<file path="config.mk">
export PLATFORM = sky130hd
export DESIGN_NAME = hazard_sched
export DESIGN_NICKNAME = d
export VERILOG_FILES = /design/src/rtl/hazard_pkg.sv /design/src/rtl/hazard_match.sv /design/src/rtl/hazard_sched.sv
export SDC_FILE = /design/constraint.sdc
export NUM_CORES = 1
export LEC_CHECK = 0
export BUFFER_PORTS_ARGS = -buffer_cell sky130_fd_sc_hd__buf_2
export CORE_ASPECT_RATIO = 1.75
export CORE_UTILIZATION = 50
export DETAILED_ROUTE_END_ITERATION = 12
export PLACE_DENSITY = 0.82
export SETUP_SLACK_MARGIN = 0.1
export SLEW_MARGIN = 20
export SYNTH_ARGS = -nofsm -noshare
export SYNTH_HDL_FRONTEND = slang
export SYNTH_SLANG_ARGS = --single-unit
</file>
<file path="constraint.sdc">
create_clock -name clk -period 2.45 [get_ports clk]
set_input_delay 0.245 -clock clk [delete_from_list [all_inputs] [get_ports clk]]
set_output_delay 0.245 -clock clk [all_outputs]
set_load 0.02 [all_outputs]
</file>
<file path="src/rtl/hazard_pkg.sv">
// Shared opcode map, source/writer decode and shadow-entry types for hazard_sched.
// HAZARD_FORWARD_EN selects forwarding mode in the top; this package is the same for both builds.
package hazard_pkg;

  localparam int unsigned RegAw = 4;
  localparam int unsigned OpW   = 4;

  localparam logic [OpW-1:0] OpAluR   = 4'b1100;
  localparam logic [OpW-1:0] OpAluI   = 4'b0100;
  localparam logic [OpW-1:0] OpLw     = 4'b0111;
  localparam logic [OpW-1:0] OpSw     = 4'b0011;
  localparam logic [OpW-1:0] OpCmpR   = 4'b1101;
  localparam logic [OpW-1:0] OpCmpI   = 4'b0101;
  localparam logic [OpW-1:0] OpBranch = 4'b0010;
  localparam logic [OpW-1:0] OpJal    = 4'b0110;

  typedef struct packed {
    logic             valid;
    logic [OpW-1:0]   op;
    logic [RegAw-1:0] rd;
    logic             wr;
  } shadow_entry_t;

  typedef enum logic [1:0] {
    FwdRegfile = 2'b00,
    FwdEx      = 2'b01,
    FwdMe      = 2'b10,
    FwdWb      = 2'b11
  } fwd_sel_e;

  function automatic logic uses_rs2(input logic [OpW-1:0] op);
    return (op == OpAluR) || (op == OpCmpR) || (op == OpSw) || (op == OpBranch);
  endfunction

  function automatic logic uses_rs1(input logic [OpW-1:0] op);
    return uses_rs2(op) || (op == OpAluI) || (op == OpCmpI) || (op == OpLw) || (op == OpJal);
  endfunction

  function automatic logic is_writer(input logic [OpW-1:0] op);
    return (op != OpSw) && (op != OpBranch);
  endfunction

  // Youngest matching stage wins; match bit 0 is EX, 1 is ME, 2 is WB.
  function automatic fwd_sel_e fwd_pick(input logic [2:0] match);
    if (match[0]) return FwdEx;
    if (match[1]) return FwdMe;
    if (match[2]) return FwdWb;
    return FwdRegfile;
  endfunction

endpackage

</file>
<file path="src/rtl/hazard_match.sv">
// Compares one DEC source register against the EX/ME/WB shadow entries.
module hazard_match #(
  parameter int unsigned REG_AW = 4
) (
  input  logic [REG_AW-1:0]      src,
  input  logic                   src_en,
  input  logic [2:0][REG_AW-1:0] ent_rd,
  input  logic [2:0]             ent_hit,
  output logic [2:0]             match
);

  always_comb begin
    match = '0;
    for (int i = 0; i < 3; i++) begin
      match[i] = src_en && ent_hit[i] && (ent_rd[i] == src);
    end
  end

endmodule

</file>
<file path="src/rtl/hazard_sched.sv">
// Hazard scheduler: shadow EX/ME/WB tracking, RAW stall, redirect flush, stall counter.
// Define HAZARD_FORWARD_EN to add forwarding selects and reduce stalls to load-use only.
module hazard_sched
  import hazard_pkg::*;
#(
  parameter int unsigned REG_AW = 4,
  parameter int unsigned OP_W   = 4,
  parameter int unsigned CNT_W  = 16
) (
  input  logic              clk,
  input  logic              rst_n,
  input  logic              dec_valid,
  input  logic [OP_W-1:0]   dec_op,
  input  logic [REG_AW-1:0] dec_rd,
  input  logic [REG_AW-1:0] dec_rs1,
  input  logic [REG_AW-1:0] dec_rs2,
  input  logic              ex_redirect,
  output logic              pc_stall,
  output logic              ifdec_stall,
  output logic              ifdec_flush,
  output logic              decex_bubble,
  output logic [CNT_W-1:0]  stall_cnt
`ifdef HAZARD_FORWARD_EN
  ,
  output logic [1:0]        fwd_rs1_sel,
  output logic [1:0]        fwd_rs2_sel
`endif
);

  shadow_entry_t ex_q, me_q, wb_q, ex_d;
  logic [CNT_W-1:0] stall_cnt_q;

  logic [2:0][REG_AW-1:0] ent_rd;
  logic [2:0]             ent_hit;
  logic [2:0]             match_rs1, match_rs2;
  logic                   hazard;

  assign ent_rd = {wb_q.rd, me_q.rd, ex_q.rd};
  // Stored op is re-decoded alongside wr so only genuine writers can ever match.
  assign ent_hit = {wb_q.valid & wb_q.wr & is_writer(wb_q.op),
                    me_q.valid & me_q.wr & is_writer(me_q.op),
                    ex_q.valid & ex_q.wr & is_writer(ex_q.op)};

  hazard_match #(.REG_AW(REG_AW)) u_match_rs1 (
    .src     (dec_rs1),
    .src_en  (dec_valid & uses_rs1(dec_op)),
    .ent_rd  (ent_rd),
    .ent_hit (ent_hit),
    .match   (match_rs1)
  );

  hazard_match #(.REG_AW(REG_AW)) u_match_rs2 (
    .src     (dec_rs2),
    .src_en  (dec_valid & uses_rs2(dec_op)),
    .ent_rd  (ent_rd),
    .ent_hit (ent_hit),
    .match   (match_rs2)
  );

`ifdef HAZARD_FORWARD_EN
  assign hazard      = (match_rs1[0] | match_rs2[0]) & (ex_q.op == OpLw);
  assign fwd_rs1_sel = fwd_pick(match_rs1);
  assign fwd_rs2_sel = fwd_pick(match_rs2);
`else
  assign hazard = |{match_rs1, match_rs2};
`endif

  // Outputs are held low during reset regardless of ex_redirect.
  always_comb begin
    pc_stall     = 1'b0;
    ifdec_stall  = 1'b0;
    ifdec_flush  = 1'b0;
    decex_bubble = 1'b0;
    if (rst_n) begin
      if (ex_redirect) begin
        ifdec_flush  = 1'b1;
        decex_bubble = 1'b1;
      end else if (hazard) begin
        pc_stall     = 1'b1;
        ifdec_stall  = 1'b1;
        decex_bubble = 1'b1;
      end
    end
  end

  always_comb begin
    ex_d = '0;
    if (!(ex_redirect || hazard)) begin
      ex_d.valid = dec_valid;
      ex_d.op    = dec_op;
      ex_d.rd    = dec_rd;
      ex_d.wr    = dec_valid & is_writer(dec_op);
    end
  end

  always_ff @(posedge clk or negedge rst_n) begin
    if (!rst_n) begin
      ex_q        <= '0;
      me_q        <= '0;
      wb_q        <= '0;
      stall_cnt_q <= '0;
    end else begin
      ex_q <= ex_d;
      me_q <= ex_q;
      wb_q <= me_q;
      if (pc_stall && (stall_cnt_q != '1)) begin
        stall_cnt_q <= stall_cnt_q + CNT_W'(1);
      end
    end
  end

  assign stall_cnt = stall_cnt_q;

endmodule

</file>
## After elaboration in Yosys (flattened, before gate mapping)

Index checks and enable logic that the tools add are counted.

- Flip-flop bits (word level): 46
- Input bits: 20
- Output and inout port bits: 20
- Word-level logic and storage cells: 80

- Add/subtract/negate cells: 1
- Eq/ne operators: 23
- Muxes and demuxes: 8
- Bitwise operators: 9
- Reduce and logical (&&, ||, !) cells: 26

Operators by type and width:

| cell | count |
|---|---|
| 4-bit by 2-bit != test with 1-bit output, second input constant | 8 |
| 4-bit equality test | 6 |
| 1-bit logical AND | 17 |
| 16-bit by 1-bit adder with 16-bit output, second input constant | 1 |
| 4-bit by 3-bit equality test with 1-bit output, second input constant | 4 |
| 16-bit != test, second input constant | 1 |
| 10-bit 2-to-1 mux | 1 |
| 1-bit AND | 9 |
| 4-bit by 2-bit equality test with 1-bit output, second input constant | 2 |
| 4-bit equality test, second input constant | 2 |
| 1-bit logical OR | 8 |
| 1-bit 2-to-1 mux | 7 |
| 6-bit OR reduction | 1 |

## Depth between registers and ports, before layout

Gate-level depths: netlist of run 1.

- Word-level depth: 16
- Depth in mapped cells: 9
- Gate-level depth less buffers: 8

## Hierarchy

From an unflattened synthesis of run 1, not the netlist that was laid out.

- Cell total of the unflattened synthesis: 179
- Area total of the unflattened synthesis: 2,063.2 um2

Modules (own cells, without submodules):

| module | instances | cells each | area each (um2) |
|---|---|---|---|
| hazard_sched | 1 | 135 | 1,732.9 |
| hazard_match | 2 | 22 | 165.2 |

## Worst setup path before layout of run 1

OpenSTA, ideal clock, no wires.

- Path type: register -> register
- From: register stall_cnt_q[0] (netlist: stall_cnt[0])
- To: register stall_cnt_q[3] (netlist: stall_cnt[3])
- Library setup time: 0.130 ns
- Arrival: 1.854 ns
- Data required time: 2.320 ns
- Slack: 0.466 ns
- Stages on the path, launching flop included: 10
- Path buffers: 1
- Cells stage by stage: dfrtp_1 > ha_1 > and3_1 > nor2b_1 > nand4_1 > nand2_1 > a31oi_4 > buf_6 > nand4_2 > xnor2_1

- Word-level cells in the longest chain between the ends: 2

Ends and longest elaborated chain:

| item | line | source |
|---|---|---|
| start: declaration | hazard_sched.sv:31 | `logic [CNT_W-1:0] stall_cnt_q;` |
| start signal: assignment | hazard_sched.sv:107 | `stall_cnt_q <= stall_cnt_q + CNT_W'(1);` |
| parallel branches: the longest is 2 deep, another holds 16-bit by 1-bit adder with 16-bit output | - |  |

Several ways; the timed one is not identified.
A chain may end at the register's enable or synchronous reset.

## Worst setup path in the final report of run 1

- From: register ex_q[8] in the netlist's numbering
- To: output port decex_bubble

- Word-level cells in the longest chain between the ends: 9

Ends and longest elaborated chain:

| item | line | source |
|---|---|---|
| start: declaration | hazard_sched.sv:30 | `shadow_entry_t ex_q, me_q, wb_q, ex_d;` |
| start signal: assignment | hazard_sched.sv:98 | `ex_q <= '0;` |
| start signal: assignment | hazard_sched.sv:103 | `ex_q <= ex_d;` |
| 4-bit by 2-bit != test with 1-bit output | hazard_pkg.sv:40 | `return (op != OpSw) && (op != OpBranch);` |
| 1-bit logical AND (*) | hazard_pkg.sv:40 |  |
| 1-bit AND (*) | hazard_sched.sv:42 | `ex_q.valid & ex_q.wr & is_writer(ex_q.op)};` |
| 1-bit logical AND (2 in a row) | hazard_match.sv:15 | `match[i] = src_en && ent_hit[i] && (ent_rd[i] == src);` |
| 6-bit OR reduction (*) | hazard_sched.sv:65 | `assign hazard = \|{match_rs1, match_rs2};` |
| 1-bit 2-to-1 mux (*) | hazard_sched.sv:78 | `end else if (hazard) begin` |
| 1-bit 2-to-1 mux (*) | hazard_sched.sv:75 | `if (ex_redirect) begin` |
| 1-bit 2-to-1 mux (*) | hazard_sched.sv:74 | `if (rst_n) begin` |
| end: declaration | hazard_sched.sv:21 | `output logic decex_bubble,` |

Mark *: on every way between the ends. The rest lies on a longest branch, timed or not.

==> results of run 1 <==
==> cells in the final DEF, fill, tap and decap left out, types with 2 or more instances in the layout <==
cell type,instances
and2_1,13
and3_1,5
buf_2,38
buf_4,2
clkbuf_8,5
dfrtp_1,43
inv_1,3
nand2_1,9
nand3_1,6
nand4_1,11
nand4_2,3
nor2_1,6
nor2b_1,2
nor3_1,2
o311ai_2,2
xnor2_1,38
==> per-stage QoR <==
stage                     std cells  power (mW)
after floorplan                 159      0.8220
after global placement          242      0.8735
after detailed placement        242      0.8789
after CTS                       250       1.313
after global routing            250       1.355
final                           250       1.292
==> worst max-delay path, stage by stage (launching register included) <==
cell and delay, ns:
dfrtp_1 0.40, o311ai_2 0.31, nor3_1 0.12, nor2_2 0.21, nand3_2 0.14, nor2_1 0.13
and2b_1 0.18, buf_2 0.15
==> registers in the layout, summed over array words and instances (netlist names) <==
signal / count
ent_rd: 12
ex_q: 5
me_q: 5
stall_cnt: 16
wb_q: 5
==> cells in the mapped netlist, types with 2 or more instances <==
master	number	area (µm²)
nor3_1	2	10.01
and2_1	13	81.33
and3_1	5	31.28
nor2_1	6	22.52
xnor2_1	38	332.8
nand3_1	7	35.03
nand4_1	11	68.82
dfrtp_1	43	1076
nand4_2	3	37.54
inv_1	3	11.26
nor2b_1	2	12.51
nand2_1	9	33.78
==> report_power, final <==
part	leakage, nW	switching, mW	internal, mW
registers	0.572	0.0192	0.734
logic	0.443	0.0586	0.0525
clock network	0.0412	0.229	0.199
==> cells by family after synthesis <==
family	Yosys count
xor gates and xnor gates	39
and+or+nand+nor	62
AOI/OAI and AO/OA	7
adders and majority gates	1
buffers and inverters	6
DFF	43
muxes	1
==> worst min path at each step <==
stage	from	depth (start not counted)	to	slack, ns
2_1_floorplan	rst_n	0	ent_rd[0]	-0.05
3_3_place_gp	me_q[9]	0	wb_q[9]	0.36
3_5_place_dp	ex_q[6]	0	me_q[6]	0.36
4_1_cts	rst_n	2	stall_cnt[8]	0.06
5_1_grt	rst_n	2	stall_cnt[8]	0.1
6_report	rst_n	2	stall_cnt[9]	0.05
==> what timing repair did <==
action | CTS | global route
setup endpoints to repair | 1 | 1
buffers inserted | 0 | 0
resized for setup | 1 | 3
gates cloned | 0 | 0
==> layout make-up <==
type	instances	share of cell area, %
clock inverter	2	0.5549
inverter	3	0.4994
sequential	43	47.72
multi-input combinational	110	36.35
tap	46	2.553
clock buffer	6	3.219
timing repair buffer	40	9.101
==> metal layers <==
metal / vias up / part of all wire (%) / track usage [%]
met4: 0 / 3.4 / 12.57
met1: 640 / 37 / 19.00
met2: 44 / 54 / 34.72
met5: - / 0 / 0
met3: 10 / 5.5 / 4.189
li1: 624 / - / -
==> results.ini, run 1 <==
[status]
status = complete, no violations

[timing]
fmax_mhz = 456.5
maxSlewHeadroom_pct = 64.25
fin_ws_ns = 0.2596
fin_worst_skew_ns = 0.006403
hold_viol = 0
tightest_slew_ns = 0.5363
rsz0062_at_grt = no
period_share_pct = 89.40
tns_ns = 0
hold_ws_ns = 0.05153
finalMaxSlewViolations = 0
finalSetupViolations = 0
finalWorstPathRequiredPeriod_ns = 2.190

[synth]
synth_edf_count = 0
synth_xor_area_share_pct = 17.88
synthDistinctLibCells = 29
synth_simple_gate_area_share_pct = 18.99
synth-compound-area-share_pct = 3.733
synth_warnings = 0
syn_nets = 180
synth-main-ff-cell = dfrtp_1
synthAdderAreaFrac_pct = 0.6549
synth_mux_area_share_pct = 0.5894
synthesis.area_um2 = 1911
async_flop_share_pct = 100.0
seq_area_frac_synth_pct = 56.32
ys_ff_latch = 43
avgSynthCellArea_um2 = 12.02
synthCells = 159
synth_top_family_by_area = simple AND/OR/NAND/NOR gates

[cts]
cts-root-buf = clkbuf_8
clk_pin_slew_worst_paths_ns = 0.08
clkSinkCount = 43
clk_path_buf_depth = 2
htreeDepth = 2
cts_tree = done
clkLatencyLatePin_ns = 0.29
hold_buffers = 0
cts_buffers = 5

[place]
dp_slack_ns = 0.3121
portBuffers = 38
gp_congestion = 0.7850
dp_hpwl_um = 2554
dpl_cell_area_um2 = 2150

[worst_setup_path]
cp.required_ns = 2.20
startpoint = ex_q[8]
cp.arrival_ns = 1.95
endpoint_kind = output port
crit_path_max_fanout = 4
cp-start-kind = flip-flop
timing.rr.end = stall_cnt[1]
rr_worst_depth = 7
crit_end = decex_bubble
worstSetupPathType = flip-flop to output port
rrSetupSlack_ns = 0.31
rr_startpoint = stall_cnt[0]

[routing]
via_count = 1318
wl_per_cell_um = 13.18
dr.pass1.iters = 4
routed_wl_um = 3296
drt-vias-per-instance = 5.272
drc_errors = 0
drt_iter0_markers = 14
antenna_left = 0

[final_layout]
multi_input_comb_area_um2 = 819.5
final_nets = 224
n_antenna_cell = 0
regArea_um2 = 1076
n_fill_cell = 313
area_delta_synth_final_pct = 18.01
drive_gt1_share_pct = 27.94
fin_area_um2 = 2255
fin_util_pct = 62.14

[grt]
grt_use_total_pct = 19.21
antenna_found_initial = 0
grt_max_degree = 46
grt_pass1_wl_um = 5802
grt_pass1_vias = 1368
gr-total-overflow = 0

[floorplan]
initial_core_util_pct = 52.66
rows = 29
core_um2 = 3628
die_w_um = 48.73
die_h_um = 83.78
dieArea_um2 = 4082
io_pins = 40

[job]
maxCapViolCount = 0

[power_and_ir_drop]
peakVddDrop_v = 0.0003722
p_leak_nw = 1.056
power.density_nw_per_um2 = 572.9

[hold_path]
hold_class = input pin to asynchronous set/reset pin

No activity file was read; power rests on OpenSTA's default activity.
==> run 2, diff against run 1 <==
--- a/config.mk
+++ b/config.mk
@@ -7,7 +7,7 @@
 export LEC_CHECK = 0
 export BUFFER_PORTS_ARGS = -buffer_cell sky130_fd_sc_hd__buf_2
 export CORE_ASPECT_RATIO = 1.75
-export CORE_UTILIZATION = 50
+export CORE_UTILIZATION = 48
 export DETAILED_ROUTE_END_ITERATION = 12
 export PLACE_DENSITY = 0.82
 export SETUP_SLACK_MARGIN = 0.1
==> constraint.sdc (replaced) <==
create_clock -name clk -period 2 [get_ports clk]
set_input_delay 0.2 -clock clk [delete_from_list [all_inputs] [get_ports clk]]
set_output_delay 0.2 -clock clk [all_outputs]
set_load 0.02 [all_outputs]
==> results.ini, run 2 (synthesis gave the netlist of run 1 again) <==
[status]
status = complete, but fails checks  ; was complete, no violations
violations = hold timing, setup timing

[final_layout]
largest_reg_flops = 16  ; unchanged
drive_gt1_share_pct = 37.44  ; was 27.94%
regArea_um2 = 1079  ; was 1076 µm²
area_delta_synth_final_pct = 28.36  ; was 18.01%
layout_common_cells = dfrtp_1 (41), xnor2_1 (37), buf_2 (36)  ; was dfrtp_1 (43), xnor2_1 (38), buf_2 (38)
final_nets = 239  ; was 224
n_antenna_cell = 0  ; unchanged
n_fill_cell = 320  ; was 313
multi_input_comb_area_um2 = 868.3  ; was 819.5 µm²
mostFrequentLayoutCell = dfrtp_1  ; unchanged

[routing]
antenna_left = 0  ; unchanged
wl_per_cell_um = 14.05  ; was 13.18 µm
via_count = 1359  ; was 1,318
drt-vias-per-instance = 5.090  ; was 5.272
drc_errors = 0  ; unchanged
drt_iter0_markers = 16  ; was 14
routed_wl_um = 3752  ; was 3296 µm
dr.pass1.iters = 4  ; unchanged

[power_and_ir_drop]
p_leak_nw = 1.145  ; was 1.056 nW
peakVddDrop_v = 0.0006722  ; was 0.0003722 V
power.density_nw_per_um2 = 681.7  ; was 572.9 nW/µm²
seq_power_share_pct = 55.2  ; was 58.3%
p_switching_mw = 0.3877  ; was 0.3068 mW
finalPower_mw = 1.672  ; was 1.292 mW
p_clk_share_pct = 35.9  ; was 33.1%
p_comb_share_pct = 8.9  ; was 8.6%
p_int_mw = 1.284  ; was 0.9850 mW
power_switching_share_pct = 23.19  ; was 23.75%

[worst_setup_path]
crit_path_max_fanout = 2  ; was 4
critical_path_buf_inv_count = 2  ; was 1
rr_worst_depth = 9  ; was 7
cp.depth = 8  ; was 7
path_cells = o311ai_2, buf_4, o22ai_2, nand2b_1, nand3_2, nor2_4, and2b_1, buf_2  ; was o311ai_2, nor3_1, nor2_2, nand3_2, nor2_1, and2b_1, buf_2
worst_path_largest_cell_delay_ns = 0.40  ; about the same
critPathTopFamily = simple AND/OR/NAND/NOR gates  ; unchanged
endpoint_kind = output port  ; unchanged
cp-start-kind = flip-flop  ; unchanged
cpMaxStageDelayCell = dfrtp_1  ; unchanged
cp.required_ns = 1.80  ; was 2.20 ns
cp.arrival_ns = 1.89  ; was 1.95 ns
worstSetupPathType = flip-flop to output port  ; unchanged

[hold_path]
hold_class = input pin to asynchronous set/reset pin  ; unchanged

[place]
dp_hpwl_um = 2793  ; was 2554 µm
dp_slack_ns = 0.01349  ; was 0.3121 ns
gp_congestion = 0.7985  ; was 0.7850
portBuffers = 38  ; unchanged

[floorplan]
die_h_um = 85.46  ; was 83.78 µm
rows = 30  ; was 29
io_pins = 40  ; unchanged
die_w_um = 49.69  ; was 48.73 µm
initial_core_util_pct = 49.90  ; was 52.66%
dieArea_um2 = 4247  ; was 4082 µm²
core_um2 = 3829  ; was 3628 µm²

[grt]
gr-total-overflow = 0  ; unchanged
grt_use_total_pct = 20.51  ; was 19.21%
grt_max_degree = 46  ; unchanged
grt_pass1_wl_um = 6299  ; was 5802 µm
grt_pass1_vias = 1454  ; was 1,368
antenna_found_initial = 0  ; unchanged

[cts]
cts_buffers = 5  ; unchanged
hold_buffers = 0  ; unchanged
clkLatencyLatePin_ns = 0.30  ; was 0.29 ns
clk_path_buf_depth = 2  ; unchanged
clk_pin_slew_worst_paths_ns = 0.08  ; about the same
cts-root-buf = clkbuf_8  ; unchanged
clkSinkCount = 43  ; unchanged
cts_tree = done  ; unchanged
htreeDepth = 2  ; unchanged

[timing]
fin_worst_skew_ns = 0.008690  ; was 0.006403 ns
fmax_mhz = 477.7
period_share_pct = 104.7
finalWorstPathRequiredPeriod_ns = 2.093
rsz0062_at_grt = yes  ; was no
fin_ws_ns = -0.09343  ; was 0.2596 ns
finalSetupViolations = 3  ; was 0
tns_ns = -0.1815  ; was 0 ns
hold_viol = 32  ; was 0
tightest_slew_ns = 0.5325  ; was 0.5363 ns
finalMaxSlewViolations = 0  ; unchanged
hold_ws_ns = -0.02810  ; was 0.05153 ns
maxSlewHeadroom_pct = 64.50  ; was 64.25%

[job]
maxCapViolCount = 0  ; unchanged

-- run 2: changes by cell type in the layout (fill, tap and decap cells not counted), moves of 2 or more --
cell	delta
buf_4	+14
buf_6	+3
buf_2	-2
clkbuf_8	+2
dfrtp_1	-2
dfrtp_2	+2
-- run 2: through the flow --
stage / cell area (µm²) / utilization (%) / instances
5_1_grt: 2452 / 64.05 / 267
3_3_place_gp: 2240 / 58.50 / 254
2_1_floorplan: 1923 / - / 159
4_1_cts: 2429 / 63.43 / 267
3_5_place_dp: 2240 / 58.50 / 254
6_report: 2452 / 64.05 / 267
-- run 2: metal layers --
| layer | track usage, % | part of all wire (%) |
|---|---|---|
| met4 | 10.39 | 2.6 |
| met1 | 19.62 | 36 |
| met5 | 0 | 0 |
| met2 | 38.45 | 57 |
| met3 | 5.556 | 3.9 |
-- run 2: final timing paths --
check,from,slack (ns),end
worst max-delay path,me_q[7],-0.09,decex_bubble
worst min-delay path,rst_n,-0.03,stall_cnt[14]
worst max register to register,ent_rd[1],0,stall_cnt[13]
worst min register to register,me_q[6],0.39,wb_q[6]
max in group asynchronous,rst_n,1.62,stall_cnt[0]
min in group clk,dec_rd[1],0.11,ent_rd[1]
-- run 2: cell type report --
| type | count | area share (%) |
|---|---|---|
| Tap cell | 48 | 2.449 |
| Sequential cell | 43 | 43.98 |
| Multi-Input combinational cell | 110 | 35.41 |
| Clock buffer | 8 | 4.082 |
| Timing Repair Buffer | 55 | 13.62 |
| Inverter | 3 | 0.4592 |
-- run 2: power by group through the flow --
stage | logic, mW | clock network (mW) | registers [mW]
2_1_floorplan | 0.0714 | 0 | 0.936
3_3_place_gp | 0.140 | 0 | 0.934
3_5_place_dp | 0.144 | 0 | 0.937
4_1_cts | 0.150 | 0.612 | 0.921
5_1_grt | 0.166 | 0.651 | 0.927
6_report | 0.149 | 0.600 | 0.923
-- run 2: repair_timing --
action,4_1_cts,5_1_grt
setup endpoints to repair,10,17
buffers inserted,5,0
pin swaps,7,3
resized for setup,13,3
-- run 2: worst register-to-register path, stage by stage (launching register included) --
cell,delay [ns]
dfrtp_1,0.42
xnor2_1,0.24
nand4_1,0.14
o22ai_2,0.13
nand2b_1,0.11
buf_4,0.16
a31oi_4,0.26
buf_4,0.18
nand4_1,0.10
xnor2_1,0.15
